File: src/rtl/apb_requester_if.sv
// APB4 bus bundle between a requester and a completer.
interface apb_requester_if #(
    parameter int ADDR = 32,
    parameter int DATA = 32
);
    localparam int STRB = DATA / 8;

    logic            psel;
    logic            penable;
    logic            pwrite;
    logic [ADDR-1:0] paddr;
    logic [DATA-1:0] pwdata;
    logic [STRB-1:0] pstrobe;
    logic [2:0]      pprot;
    logic            pready;
    logic            pslverr;
    logic [DATA-1:0] prdata;

    modport master (
        output psel, penable, pwrite, paddr,
        output pwdata, pstrobe, pprot,
        input  pready, pslverr, prdata
    );

    modport slave (
        input  psel, penable, pwrite, paddr,
        input  pwdata, pstrobe, pprot,
        output pready, pslverr, prdata
    );
endinterface

File: src/rtl/apb_requester.sv
// APB4 requester: single-beat command port to SETUP/ACCESS transfers,
// with response port and wait-state timeout.
module apb_requester #(
    parameter int ADDR    = 32,
    parameter int DATA    = 32,
    parameter int TIMEOUT = 16,
    localparam int STRB   = DATA / 8
) (
    input  logic            system_clock,
    input  logic            reset_n,
    input  logic            cmd_valid,
    output logic            cmd_ready,
    input  logic            cmd_write,
    input  logic [ADDR-1:0] cmd_addr,
    input  logic [DATA-1:0] cmd_wdata,
    input  logic [STRB-1:0] cmd_strb,
    input  logic [2:0]      cmd_prot,
    output logic            rsp_valid,
    input  logic            rsp_ready,
    output logic [DATA-1:0] rsp_rdata,
    output logic            rsp_err,
    output logic            rsp_timeout,
    apb_requester_if.master apb
);
    localparam int CW = (TIMEOUT > 1) ? $clog2(TIMEOUT) : 1;
    localparam logic [CW-1:0] LAST =
        CW'((TIMEOUT > 0) ? TIMEOUT - 1 : 0);

    typedef enum logic [1:0] {
        IDLE,
        SETUP,
        ACCESS
    } state_t;

    state_t          state_q, state_d;
    logic            psel_q, psel_d;
    logic            penable_q, penable_d;
    logic            pwrite_q, pwrite_d;
    logic [ADDR-1:0] paddr_q, paddr_d;
    logic [DATA-1:0] pwdata_q, pwdata_d;
    logic [STRB-1:0] pstrb_q, pstrb_d;
    logic [2:0]      pprot_q, pprot_d;
    logic            rsp_valid_q, rsp_valid_d;
    logic [DATA-1:0] rsp_rdata_q, rsp_rdata_d;
    logic            rsp_err_q, rsp_err_d;
    logic            rsp_to_q, rsp_to_d;
    logic [CW-1:0]   wait_q, wait_d;
    logic            accept;

    assign cmd_ready = (state_q == IDLE) && !rsp_valid_q;
    assign accept    = cmd_valid && cmd_ready;

    always_comb begin
        state_d     = state_q;
        psel_d      = psel_q;
        penable_d   = penable_q;
        pwrite_d    = pwrite_q;
        paddr_d     = paddr_q;
        pwdata_d    = pwdata_q;
        pstrb_d     = pstrb_q;
        pprot_d     = pprot_q;
        rsp_valid_d = rsp_valid_q;
        rsp_rdata_d = rsp_rdata_q;
        rsp_err_d   = rsp_err_q;
        rsp_to_d    = rsp_to_q;
        wait_d      = wait_q;

        if (rsp_valid_q && rsp_ready)
            rsp_valid_d = 1'b0;

        unique case (state_q)
            IDLE: begin
                if (accept) begin
                    state_d  = SETUP;
                    psel_d   = 1'b1;
                    pwrite_d = cmd_write;
                    paddr_d  = cmd_addr;
                    pwdata_d = cmd_wdata;
                    pstrb_d  = cmd_write ? cmd_strb : '0;
                    pprot_d  = cmd_prot;
                end
            end
            SETUP: begin
                state_d   = ACCESS;
                penable_d = 1'b1;
                wait_d    = '0;
            end
            ACCESS: begin
                if (apb.pready) begin
                    state_d     = IDLE;
                    psel_d      = 1'b0;
                    penable_d   = 1'b0;
                    rsp_valid_d = 1'b1;
                    rsp_rdata_d = pwrite_q ? '0 : apb.prdata;
                    rsp_err_d   = apb.pslverr;
                    rsp_to_d    = 1'b0;
                end else if ((TIMEOUT > 0) && (wait_q == LAST)) begin
                    // pready was checked first, so a late completion wins
                    state_d     = IDLE;
                    psel_d      = 1'b0;
                    penable_d   = 1'b0;
                    rsp_valid_d = 1'b1;
                    rsp_rdata_d = '0;
                    rsp_err_d   = 1'b1;
                    rsp_to_d    = 1'b1;
                end else begin
                    wait_d = wait_q + 1'b1;
                end
            end
            default: state_d = IDLE;
        endcase
    end

    always_ff @(posedge system_clock or negedge reset_n) begin
        if (!reset_n) begin
            state_q     <= IDLE;
            psel_q      <= 1'b0;
            penable_q   <= 1'b0;
            pwrite_q    <= 1'b0;
            paddr_q     <= '0;
            pwdata_q    <= '0;
            pstrb_q     <= '0;
            pprot_q     <= '0;
            rsp_valid_q <= 1'b0;
            rsp_rdata_q <= '0;
            rsp_err_q   <= 1'b0;
            rsp_to_q    <= 1'b0;
            wait_q      <= '0;
        end else begin
            state_q     <= state_d;
            psel_q      <= psel_d;
            penable_q   <= penable_d;
            pwrite_q    <= pwrite_d;
            paddr_q     <= paddr_d;
            pwdata_q    <= pwdata_d;
            pstrb_q     <= pstrb_d;
            pprot_q     <= pprot_d;
            rsp_valid_q <= rsp_valid_d;
            rsp_rdata_q <= rsp_rdata_d;
            rsp_err_q   <= rsp_err_d;
            rsp_to_q    <= rsp_to_d;
            wait_q      <= wait_d;
        end
    end

    assign apb.psel    = psel_q;
    assign apb.penable = penable_q;
    assign apb.pwrite  = pwrite_q;
    assign apb.paddr   = paddr_q;
    assign apb.pwdata  = pwdata_q;
    assign apb.pstrobe = pstrb_q;
    assign apb.pprot   = pprot_q;

    assign rsp_valid   = rsp_valid_q;
    assign rsp_rdata   = rsp_rdata_q;
    assign rsp_err     = rsp_err_q;
    assign rsp_timeout = rsp_to_q;
endmodule

File: src/flat_wrapper.sv
// flat-port wrapper written by rule: the top's interface ports become plain ports
module apb_requester_flat 
#(
    parameter int ADDR    = 32,
    parameter int DATA    = 32,
    parameter int TIMEOUT = 16,
    localparam int STRB   = DATA / 8
)
  (system_clock, reset_n, cmd_valid, cmd_ready, cmd_write, cmd_addr, cmd_wdata, cmd_strb, cmd_prot, rsp_valid, rsp_ready, rsp_rdata, rsp_err, rsp_timeout, apb_psel, apb_penable, apb_pwrite, apb_paddr, apb_pwdata, apb_pstrobe, apb_pprot, apb_pready, apb_pslverr, apb_prdata);
  apb_requester_if #(.ADDR(ADDR), .DATA(DATA)) apb_i ();
  input  logic system_clock;
  input  logic reset_n;
  input  logic cmd_valid;
  output logic cmd_ready;
  input  logic cmd_write;
  input  logic [ADDR-1:0] cmd_addr;
  input  logic [DATA-1:0] cmd_wdata;
  input  logic [STRB-1:0] cmd_strb;
  input  logic [2:0] cmd_prot;
  output logic rsp_valid;
  input  logic rsp_ready;
  output logic [DATA-1:0] rsp_rdata;
  output logic rsp_err;
  output logic rsp_timeout;
  output wire logic [$bits(apb_i.psel)-1:0] apb_psel;
  output wire logic [$bits(apb_i.penable)-1:0] apb_penable;
  output wire logic [$bits(apb_i.pwrite)-1:0] apb_pwrite;
  output wire logic [$bits(apb_i.paddr)-1:0] apb_paddr;
  output wire logic [$bits(apb_i.pwdata)-1:0] apb_pwdata;
  output wire logic [$bits(apb_i.pstrobe)-1:0] apb_pstrobe;
  output wire logic [$bits(apb_i.pprot)-1:0] apb_pprot;
  input wire logic [$bits(apb_i.pready)-1:0] apb_pready;
  input wire logic [$bits(apb_i.pslverr)-1:0] apb_pslverr;
  input wire logic [$bits(apb_i.prdata)-1:0] apb_prdata;
  assign apb_psel = apb_i.psel;
  assign apb_penable = apb_i.penable;
  assign apb_pwrite = apb_i.pwrite;
  assign apb_paddr = apb_i.paddr;
  assign apb_pwdata = apb_i.pwdata;
  assign apb_pstrobe = apb_i.pstrobe;
  assign apb_pprot = apb_i.pprot;
  assign apb_i.pready = apb_pready;
  assign apb_i.pslverr = apb_pslverr;
  assign apb_i.prdata = apb_prdata;
  apb_requester #(.ADDR(ADDR), .DATA(DATA), .TIMEOUT(TIMEOUT)) u_core (.system_clock(system_clock), .reset_n(reset_n), .cmd_valid(cmd_valid), .cmd_ready(cmd_ready), .cmd_write(cmd_write), .cmd_addr(cmd_addr), .cmd_wdata(cmd_wdata), .cmd_strb(cmd_strb), .cmd_prot(cmd_prot), .rsp_valid(rsp_valid), .rsp_ready(rsp_ready), .rsp_rdata(rsp_rdata), .rsp_err(rsp_err), .rsp_timeout(rsp_timeout), .apb(apb_i));
endmodule
File: config.mk
export PLATFORM = sky130hd
export DESIGN_NAME = apb_requester_flat
export DESIGN_NICKNAME = d
export VERILOG_FILES = /design/src/rtl/apb_requester_if.sv /design/src/rtl/apb_requester.sv /design/src/flat_wrapper.sv
export SDC_FILE = /design/constraint.sdc
export NUM_CORES = 1
export LEC_CHECK = 0
export ABC_AREA = 1
export CORE_ASPECT_RATIO = 0.9
export CORE_MARGIN = 2
export CORE_UTILIZATION = 30
export DETAILED_ROUTE_END_ITERATION = 8
export GPL_TIMING_DRIVEN = 0
export PLACE_DENSITY = 0.71
export SKIP_LAST_GASP = 1
export SLEW_MARGIN = 15
export SYNTH_ARGS = -nofsm -noshare
export SYNTH_HDL_FRONTEND = slang
export SYNTH_SLANG_ARGS = --single-unit
export TNS_END_PERCENT = 10
File: constraint.sdc
create_clock -name system_clock -period 1.7 [get_ports system_clock]
set_input_delay 0.34 -clock system_clock [delete_from_list [all_inputs] [get_ports system_clock]]
set_output_delay 0.34 -clock system_clock [all_outputs]
set_load 0.005 [all_outputs]
==> flow_summary_export.csv, run 1 <==
group,metric,value,unit
synthesis,yosysSeqAreaShare,0.628,
drt,dr.pass1.iters,4,
global_route,global_route.usage.total,0.172,
floorplanning,fp-row-count,42,
synthesis,syn_inst,514,
critical_path,critical_path.slowest_cell,"sky130_fd_sc_hd__dfrtp_1",
synthesis,synth_top_cell_area_share,0.628,
global_route,via_count_of_the_first_global_routing_pass,4128,
power_and_ir_drop,vdd_ir_drop_max,0.845,mV
synthesis,synth_xor_area_frac,0.00191,
timing,fin_crit_sh,0.985,
clock_tree,ctsHtreeMaxLevel,4,
clock_tree,clk-insertion-delay-late,410,ps
synthesis,synth-edff-count,0,
placed_design,placed_cell_area,7050,um^2
placed_design,place.detailed.hpwl,9460,um
cells_and_area,drive_above_1_share,0.0868,
critical_path,critical_path_required,1360,ps
job,maxCapViolations,0,
clock_tree,root_buffer,"sky130_fd_sc_hd__clkbuf_16",
synthesis,yosys_register_bits,115,
timing,fmax,597,MHz
timing,skew,8.13,ps
timing,timing_hold_violations_final,0,
global_route,first_pass_grt_wire_length,21400,um
cells_and_area,design_area,7700,um^2
synthesis,netlist-cell-type-count,21,
synthesis,synth.area.top_cells,"sky130_fd_sc_hd__dfrtp_1 (63%), sky130_fd_sc_hd__nand2_1 (25%), sky130_fd_sc_hd__o21ai_1 (3.7%)",
synthesis,synthAdderAreaFrac,0.0137,
critical_path,cells_traversed_along_the_worst_timing_path,"inv_2, ha_4, inv_1, nor2_1, clkdlybuf4s15_1",
clock_tree,ctsLongestPathBuffers,2,
floorplanning,design.die.area,16300,um^2
critical_path,worstSetupStartpointType,"flip-flop",
floorplanning,initial_core_util,0.309,
timing,post-route-min-period,1670,ps
cells_and_area,finalNetCount,874,
global_route,number_of_antenna_violations_at_the_first_check_in_global_routing,0,
cells_and_area,num_antenna_cells,0,
drt,antenna_violating_nets_post_route,0,
drt,via_count,4182,
synthesis,synth_fp_nets,629,
critical_path,critPathMaxFanout,2,
synthesis,netlist.top_cell.by_area,"sky130_fd_sc_hd__dfrtp_1",
timing,relSlewSlack,0.647,
global_route,maximum_number_of_pins_on_one_net_before_global_route_repair,66,
floorplanning,core_area,14800,um^2
global_route,sum_of_overflow_across_all_layers_after_global_routing,0,
critical_path,endpoint_kind,"output pin",
synthesis,syn_avg_cell_area,8.91,um^2
clock_tree,tritoncts,"done",
drt,route.detailed.wl_per_inst,14.0,um
critical_path,path_delay_family,"flip-flops",
timing,slew_viol_final,0,
power_and_ir_drop,total_power,0.0138,W
critical_path,timing_worst_setup_path_type,"flip-flop to output pin",
timing,setup_viol_count_final,0,
power_and_ir_drop,cell_area_power_density,1790,nW/um^2
synthesis,synth-compound-area-share,0.0432,
timing,grt_setup_unrepaired,"yes",
synthesis,post_synth_instance_area,4580,um^2
min_path,holdCritPathClass,"input pin to async pin",
timing,max_slew.worst_pin.slew,529,ps
timing,hold_slack,439,ps
synthesis,synth_top_family_by_area,"simple AND/OR/NAND/NOR gates",
floorplanning,die_width,134,um
clock_tree,cts_sinks,115,
power_and_ir_drop,p_leak,3.68,nW
drt,drt_iter0_drc,149,
placed_design,globalplace.congestion,0.741,
synthesis,synth-simple-area-share,0.268,
synthesis,yosysWarnings,0,
critical_path,largest_stage_delay_on_the_critical_path,390,ps
clock_tree,clkTransAtPathRegs,50,ps
synthesis,mux_contribution_to_synthesized_area,0,
critical_path,cp_data_arrival_time,1330,ps
synthesis,synth_common_cells,"sky130_fd_sc_hd__nand2_1 (301), sky130_fd_sc_hd__dfrtp_1 (115), sky130_fd_sc_hd__o21ai_1 (34), sky130_fd_sc_hd__buf_2 (12), sky130_fd_sc_hd__inv_1 (11)",
outcome,outcome,"completed",
synthesis,postSynth.asyncResetShare,1.00,
cells_and_area,area.growth.synth_to_final,68.0,%
synthesis,dominantRegCellSynth,"sky130_fd_sc_hd__dfrtp_1",
clock_tree,cts_made_buffers,17,
placed_design,numPortBuffers,219,
drt,vias_per_cell,4.31,
synthesis,synth.most_common_cell,"sky130_fd_sc_hd__nand2_1",
floorplanning,die_height,121,um
drt,totalWireLength,13500,um
critical_path,crit_buf_inv,3,
floorplanning,io-pin-count,220,
drt,drc,0,
==> path summary, 6_finish.rpt <==
path	start	to	slack, ps	depth (start not counted)
setup / recovery	u_core.state_q[1]	cmd_ready	30	5
hold / removal	reset_n	u_core.apb.pwdata[18]	440	2
setup reg to reg	u_core.state_q[1]	u_core.apb.paddr[18]	100	8
hold reg to reg	u_core.apb.pwdata[20]	u_core.apb.pwdata[20]	480	2
max in group asynchronous	reset_n	u_core.apb.pstrobe[1]	550	3
min in group system_clock	cmd_addr[0]	u_core.apb.paddr[0]	460	3
==> area by class of cell <==
cell class,instances,area (um^2)
inverter,12,45.0
clock buffer,23,478
timing repair buffer,226,2270
tap,198,248
fill,1349,7120
clock inverter,9,104
multi-input combinational,362,1510
sequential,115,2880
buffer,25,164
==> flip-flops by register name, indices dropped and copies added (netlist names) <==
name,flops
u_core.apb.pwrite,1
u_core.rsp_valid,1
u_core.apb.penable,1
u_core.rsp_rdata,32
u_core.wait_q,4
u_core.apb.paddr,32
u_core.state_q,2
u_core.apb.pwdata,32
u_core.apb.psel,1
u_core.rsp_timeout,1
u_core.apb.pprot,3
u_core.apb.pstrobe,4
u_core.rsp_err,1
==> cells by family after synthesis <==
kind of cell / count (synthesis)
AO/OA/AOI/OAI: 39
buffers and inverters: 37
flip-flops: 115
adder cells (fa/ha/maj): 5
AND/OR/NAND/NOR: 317
XOR/XNOR: 1
==> worst reg2reg max path, stage by stage (launching register included) <==
cell                       delay, ps
sky130_fd_sc_hd__dfrtp_1         390
sky130_fd_sc_hd__inv_2            90
sky130_fd_sc_hd__ha_4            140
sky130_fd_sc_hd__buf_4           110
sky130_fd_sc_hd__nand3_2         140
sky130_fd_sc_hd__inv_2           120
sky130_fd_sc_hd__clkbuf_1        370
sky130_fd_sc_hd__nand2_1         110
sky130_fd_sc_hd__nand2_1          80
==> cells in the final DEF, fill, tap and decap left out <==
cell                              count
sky130_fd_sc_hd__ha_4                 1
sky130_fd_sc_hd__nor2_1               3
sky130_fd_sc_hd__ha_1                 4
sky130_fd_sc_hd__clkbuf_1             7
sky130_fd_sc_hd__buf_6                6
sky130_fd_sc_hd__clkinv_2             4
sky130_fd_sc_hd__nand2_2              1
sky130_fd_sc_hd__buf_16               1
sky130_fd_sc_hd__inv_1                9
sky130_fd_sc_hd__dfrtp_1            115
sky130_fd_sc_hd__bufinv_16            2
sky130_fd_sc_hd__clkinvlp_4           2
sky130_fd_sc_hd__buf_2               11
sky130_fd_sc_hd__o21bai_1             1
sky130_fd_sc_hd__clkinv_4             1
sky130_fd_sc_hd__dlygate4sd3_1        1
sky130_fd_sc_hd__nand4_1              1
sky130_fd_sc_hd__nor2_2               2
sky130_fd_sc_hd__clkdlybuf4s15_1      1
sky130_fd_sc_hd__or2_1                1
sky130_fd_sc_hd__nand3_1              5
sky130_fd_sc_hd__nand2_4              2
sky130_fd_sc_hd__nand3_2              1
sky130_fd_sc_hd__inv_2                3
sky130_fd_sc_hd__clkbuf_4             1
sky130_fd_sc_hd__o21ai_0              4
sky130_fd_sc_hd__nand2_1            301
sky130_fd_sc_hd__o21ai_1             34
sky130_fd_sc_hd__xor2_1               1
sky130_fd_sc_hd__clkdlybuf4s50_1    217
sky130_fd_sc_hd__buf_4                9
sky130_fd_sc_hd__clkbuf_16           17
sky130_fd_sc_hd__clkbuf_8             3
==> where the power goes <==
group,internal (W),switching [W],total (W),leakage (nW)
combinational,0.00323,0.00235,0.00558,1.93
clock,0.00226,0.00125,0.00352,0.283
sequential,0.00402,0.000693,0.00471,1.47
total,0.00951,0.00430,0.0138,3.68
==> timing repair <==
item,in CTS,in global routing
pin swaps,1,0
endpoints found under the setup margin,5,48
cloned,0,0
buffers inserted,5,0
resized for setup,6,2
hold buffers,1,0
hold endpoints to repair,50,0
==> per-stage QoR <==
| stage | worst slack, ps | setup TNS [ps] | cells | utilization |
|---|---|---|---|---|
| CTS | 10.3 | 0 | 970 | 0.519 |
| global placement | -4390 | -504930 | 931 | 0.474 |
| global route | -48.7 | -548 | 970 | 0.519 |
| floorplan | 377 | 0 | 514 | - |
| detailed placement | -105 | -1270 | 932 | 0.476 |
| finish | 25.2 | 0 | 970 | 0.519 |
==> layer usage <==
metal	up-vias	track usage	share of wire
met5	-	0	0
met4	0	0.0651	0.020
met3	19	0.0756	0.092
met2	164	0.260	0.45
met1	1924	0.217	0.43
li1	2075	-	-
Note: power is estimated with default switching activity, not from simulation.
==> run 2: changes to the inputs <==
--- a/config.mk
+++ b/config.mk
@@ -17,4 +17,3 @@
 export SYNTH_ARGS = -nofsm -noshare
 export SYNTH_HDL_FRONTEND = slang
 export SYNTH_SLANG_ARGS = --single-unit
-export TNS_END_PERCENT = 10
==> run 2 against run 1 <==
Compared with the run above: via count up 0.48%; final cell count increased by 0.21%; die area unchanged; global-route usage unchanged; largest power group unchanged; sequential power is essentially flat; worst hold slack improved by 1.5 ps; register-to-register slack improved by 20 ps; setup slack better by 26 ps.
==> flow_summary_export.csv, run 2 (synthesized netlist as in run 1, its figures left out) <==
group,metric,value,unit
drt,drc,0,
placed_design,globalplace.congestion,0.741,
power_and_ir_drop,total_power,0.0138,W
floorplanning,die_height,121,um
cells_and_area,num_antenna_cells,0,
drt,drt_iter0_drc,149,
cells_and_area,area.growth.synth_to_final,68.4,%
cells_and_area,finalNetCount,876,
clock_tree,clk-insertion-delay-late,410,ps
placed_design,numPortBuffers,219,
floorplanning,io-pin-count,220,
floorplanning,fp-row-count,42,
critical_path,critPathMaxFanout,3,
timing,final_critical_path_setup_slack,51.3,ps
critical_path,worstSetupStartpointType,"flip-flop",
power_and_ir_drop,sequentialPowerShare,0.341,
power_and_ir_drop,cell_area_power_density,1790,nW/um^2
cells_and_area,drive_above_1_share,0.0943,
critical_path,reg2reg_slack,120,ps
global_route,global_route.usage.total,0.172,
timing,max_slew.worst_pin.slew,514,ps
power_and_ir_drop,combPwrFrac,0.405,
clock_tree,ctsHtreeMaxLevel,4,
critical_path,crit_buf_inv,1,
min_path,holdCritPathClass,"input pin to async pin",
drt,antenna_violating_nets_post_route,0,
placed_design,place.detailed.hpwl,9460,um
clock_tree,tritoncts,"done",
power_and_ir_drop,clock_power_share,0.254,
cells_and_area,mostFrequentLayoutCells,"sky130_fd_sc_hd__nand2_1 (301), sky130_fd_sc_hd__clkdlybuf4s50_1 (216), sky130_fd_sc_hd__dfrtp_1 (115)",
critical_path,cp_data_arrival_time,1310,ps
floorplanning,die_width,134,um
drt,route.detailed.wl_per_inst,13.9,um
power_and_ir_drop,power.switching_fraction,0.311,
drt,vias_per_cell,4.32,
floorplanning,core_area,14800,um^2
critical_path,critical_path_required,1360,ps
clock_tree,root_buffer,"sky130_fd_sc_hd__clkbuf_16",
timing,fmax,607,MHz
critical_path,cells_traversed_along_the_worst_timing_path,"clkdlybuf4s50_1",
timing,fin_crit_sh,0.970,
floorplanning,initial_core_util,0.309,
critical_path,endpoint_kind,"output pin",
power_and_ir_drop,power.switching,0.00430,W
drt,totalWireLength,13500,um
power_and_ir_drop,intPower,0.00953,W
critical_path,critical_path.slowest_cell,"sky130_fd_sc_hd__clkdlybuf4s50_1",
drt,via_count,4202,
power_and_ir_drop,p_leak,3.71,nW
global_route,number_of_antenna_violations_at_the_first_check_in_global_routing,0,
global_route,first_pass_grt_wire_length,21400,um
clock_tree,clkTransAtPathRegs,50,ps
floorplanning,design.die.area,16300,um^2
clock_tree,cts_sinks,115,
timing,skew,8.25,ps
cells_and_area,fillCellCount,1344,
cells_and_area,layout_commonest_cell,"sky130_fd_sc_hd__nand2_1",
global_route,via_count_of_the_first_global_routing_pass,4128,
timing,relSlewSlack,0.657,
cells_and_area,finish.utilization,0.520,
timing,grt_setup_unrepaired,"yes",
power_and_ir_drop,vdd_ir_drop_max,0.845,mV
clock_tree,ctsLongestPathBuffers,2,
placed_design,dp_worst_setup_slack,-105,ps
critical_path,largest_stage_delay_on_the_critical_path,520,ps
global_route,sum_of_overflow_across_all_layers_after_global_routing,0,
critical_path,timing_worst_setup_path_type,"flip-flop to output pin",
drt,dr.pass1.iters,6,
outcome,outcome,"completed",
timing,post-route-min-period,1650,ps
timing,timing_hold_violations_final,0,
timing,slew_viol_final,0,
clock_tree,cts_made_buffers,17,
critical_path,path_delay_family,"buffers and inverters",
job,maxCapViolations,0,
timing,setup_viol_count_final,0,
global_route,maximum_number_of_pins_on_one_net_before_global_route_repair,66,
## run 2: cell types whose count changed in the layout (fill, tap and decap cells not counted)
cell / change
sky130_fd_sc_hd__dlymetal6s2s_1: +1
sky130_fd_sc_hd__clkbuf_1: -3
sky130_fd_sc_hd__buf_4: +2
sky130_fd_sc_hd__clkdlybuf4s15_1: -1
sky130_fd_sc_hd__clkdlybuf4s50_1: -1
sky130_fd_sc_hd__clkbuf_2: +4
## run 2: cell type report
class | instances | area [um^2] | share of cell area
tap | 198 | 248 | 0.0321
sequential | 115 | 2880 | 0.373
clock inverter | 9 | 104 | 0.0135
inverter | 12 | 45.0 | 0.00584
buffer | 25 | 168 | 0.0217
timing repair buffer | 228 | 2280 | 0.296
multi-input combinational | 362 | 1510 | 0.196
clock buffer | 23 | 478 | 0.0620
## run 2: path summary, 6_finish.rpt
path                                        from                     to  cells past startpoint
setup / recovery               u_core.apb.pwrite             apb_pwrite                      1
hold / removal                           reset_n  u_core.apb.pwdata[18]                      2
setup reg to reg               u_core.state_q[0]      u_core.state_q[1]                      9
hold reg to reg            u_core.apb.pwdata[20]  u_core.apb.pwdata[20]                      2
max in group asynchronous                reset_n  u_core.apb.pstrobe[1]                      3
min in group system_clock            cmd_addr[0]    u_core.apb.paddr[0]                      3
## run 2: timing repair
action	in CTS	in global routing
hold buffers	1	0
endpoints found under the setup margin	5	48
buffers inserted	5	2
resized for setup	6	10
pin swaps	1	0
cloned	0	0
hold endpoints to repair	50	0
## run 2: per-stage QoR
| step | instances | hold slack [ps] | area, um^2 | TNS [ps] |
|---|---|---|---|---|
| final | 972 | 441 | 7710 | 0 |
| after global routing | 972 | 445 | 7710 | -11.2 |
| after CTS | 970 | 438 | 7690 | 0 |
| after detailed placement | 932 | 323 | 7050 | -1270 |
| after global placement | 931 | 461 | 7020 | -504930 |
| after floorplan | 514 | 44.4 | 4580 | 0 |
## run 2: layer usage
layer | global-route usage | up-vias | wire length (um)
met5 | 0 | - | 0
met1 | 0.217 | 1941 | 5870
li1 | - | 2078 | -
met4 | 0.0651 | 0 | 265
met2 | 0.260 | 164 | 6160
met3 | 0.0756 | 19 | 1230
## run 2: power groups by stage
stage | Clock (W) | Sequential, W | Combinational, W
floorplan | 0 | 0.00481 | 0.00197
global placement | 0 | 0.00472 | 0.00546
detailed placement | 0 | 0.00472 | 0.00554
CTS | 0.00359 | 0.00472 | 0.00567
global route | 0.00374 | 0.00487 | 0.00623
finish | 0.00351 | 0.00471 | 0.00561
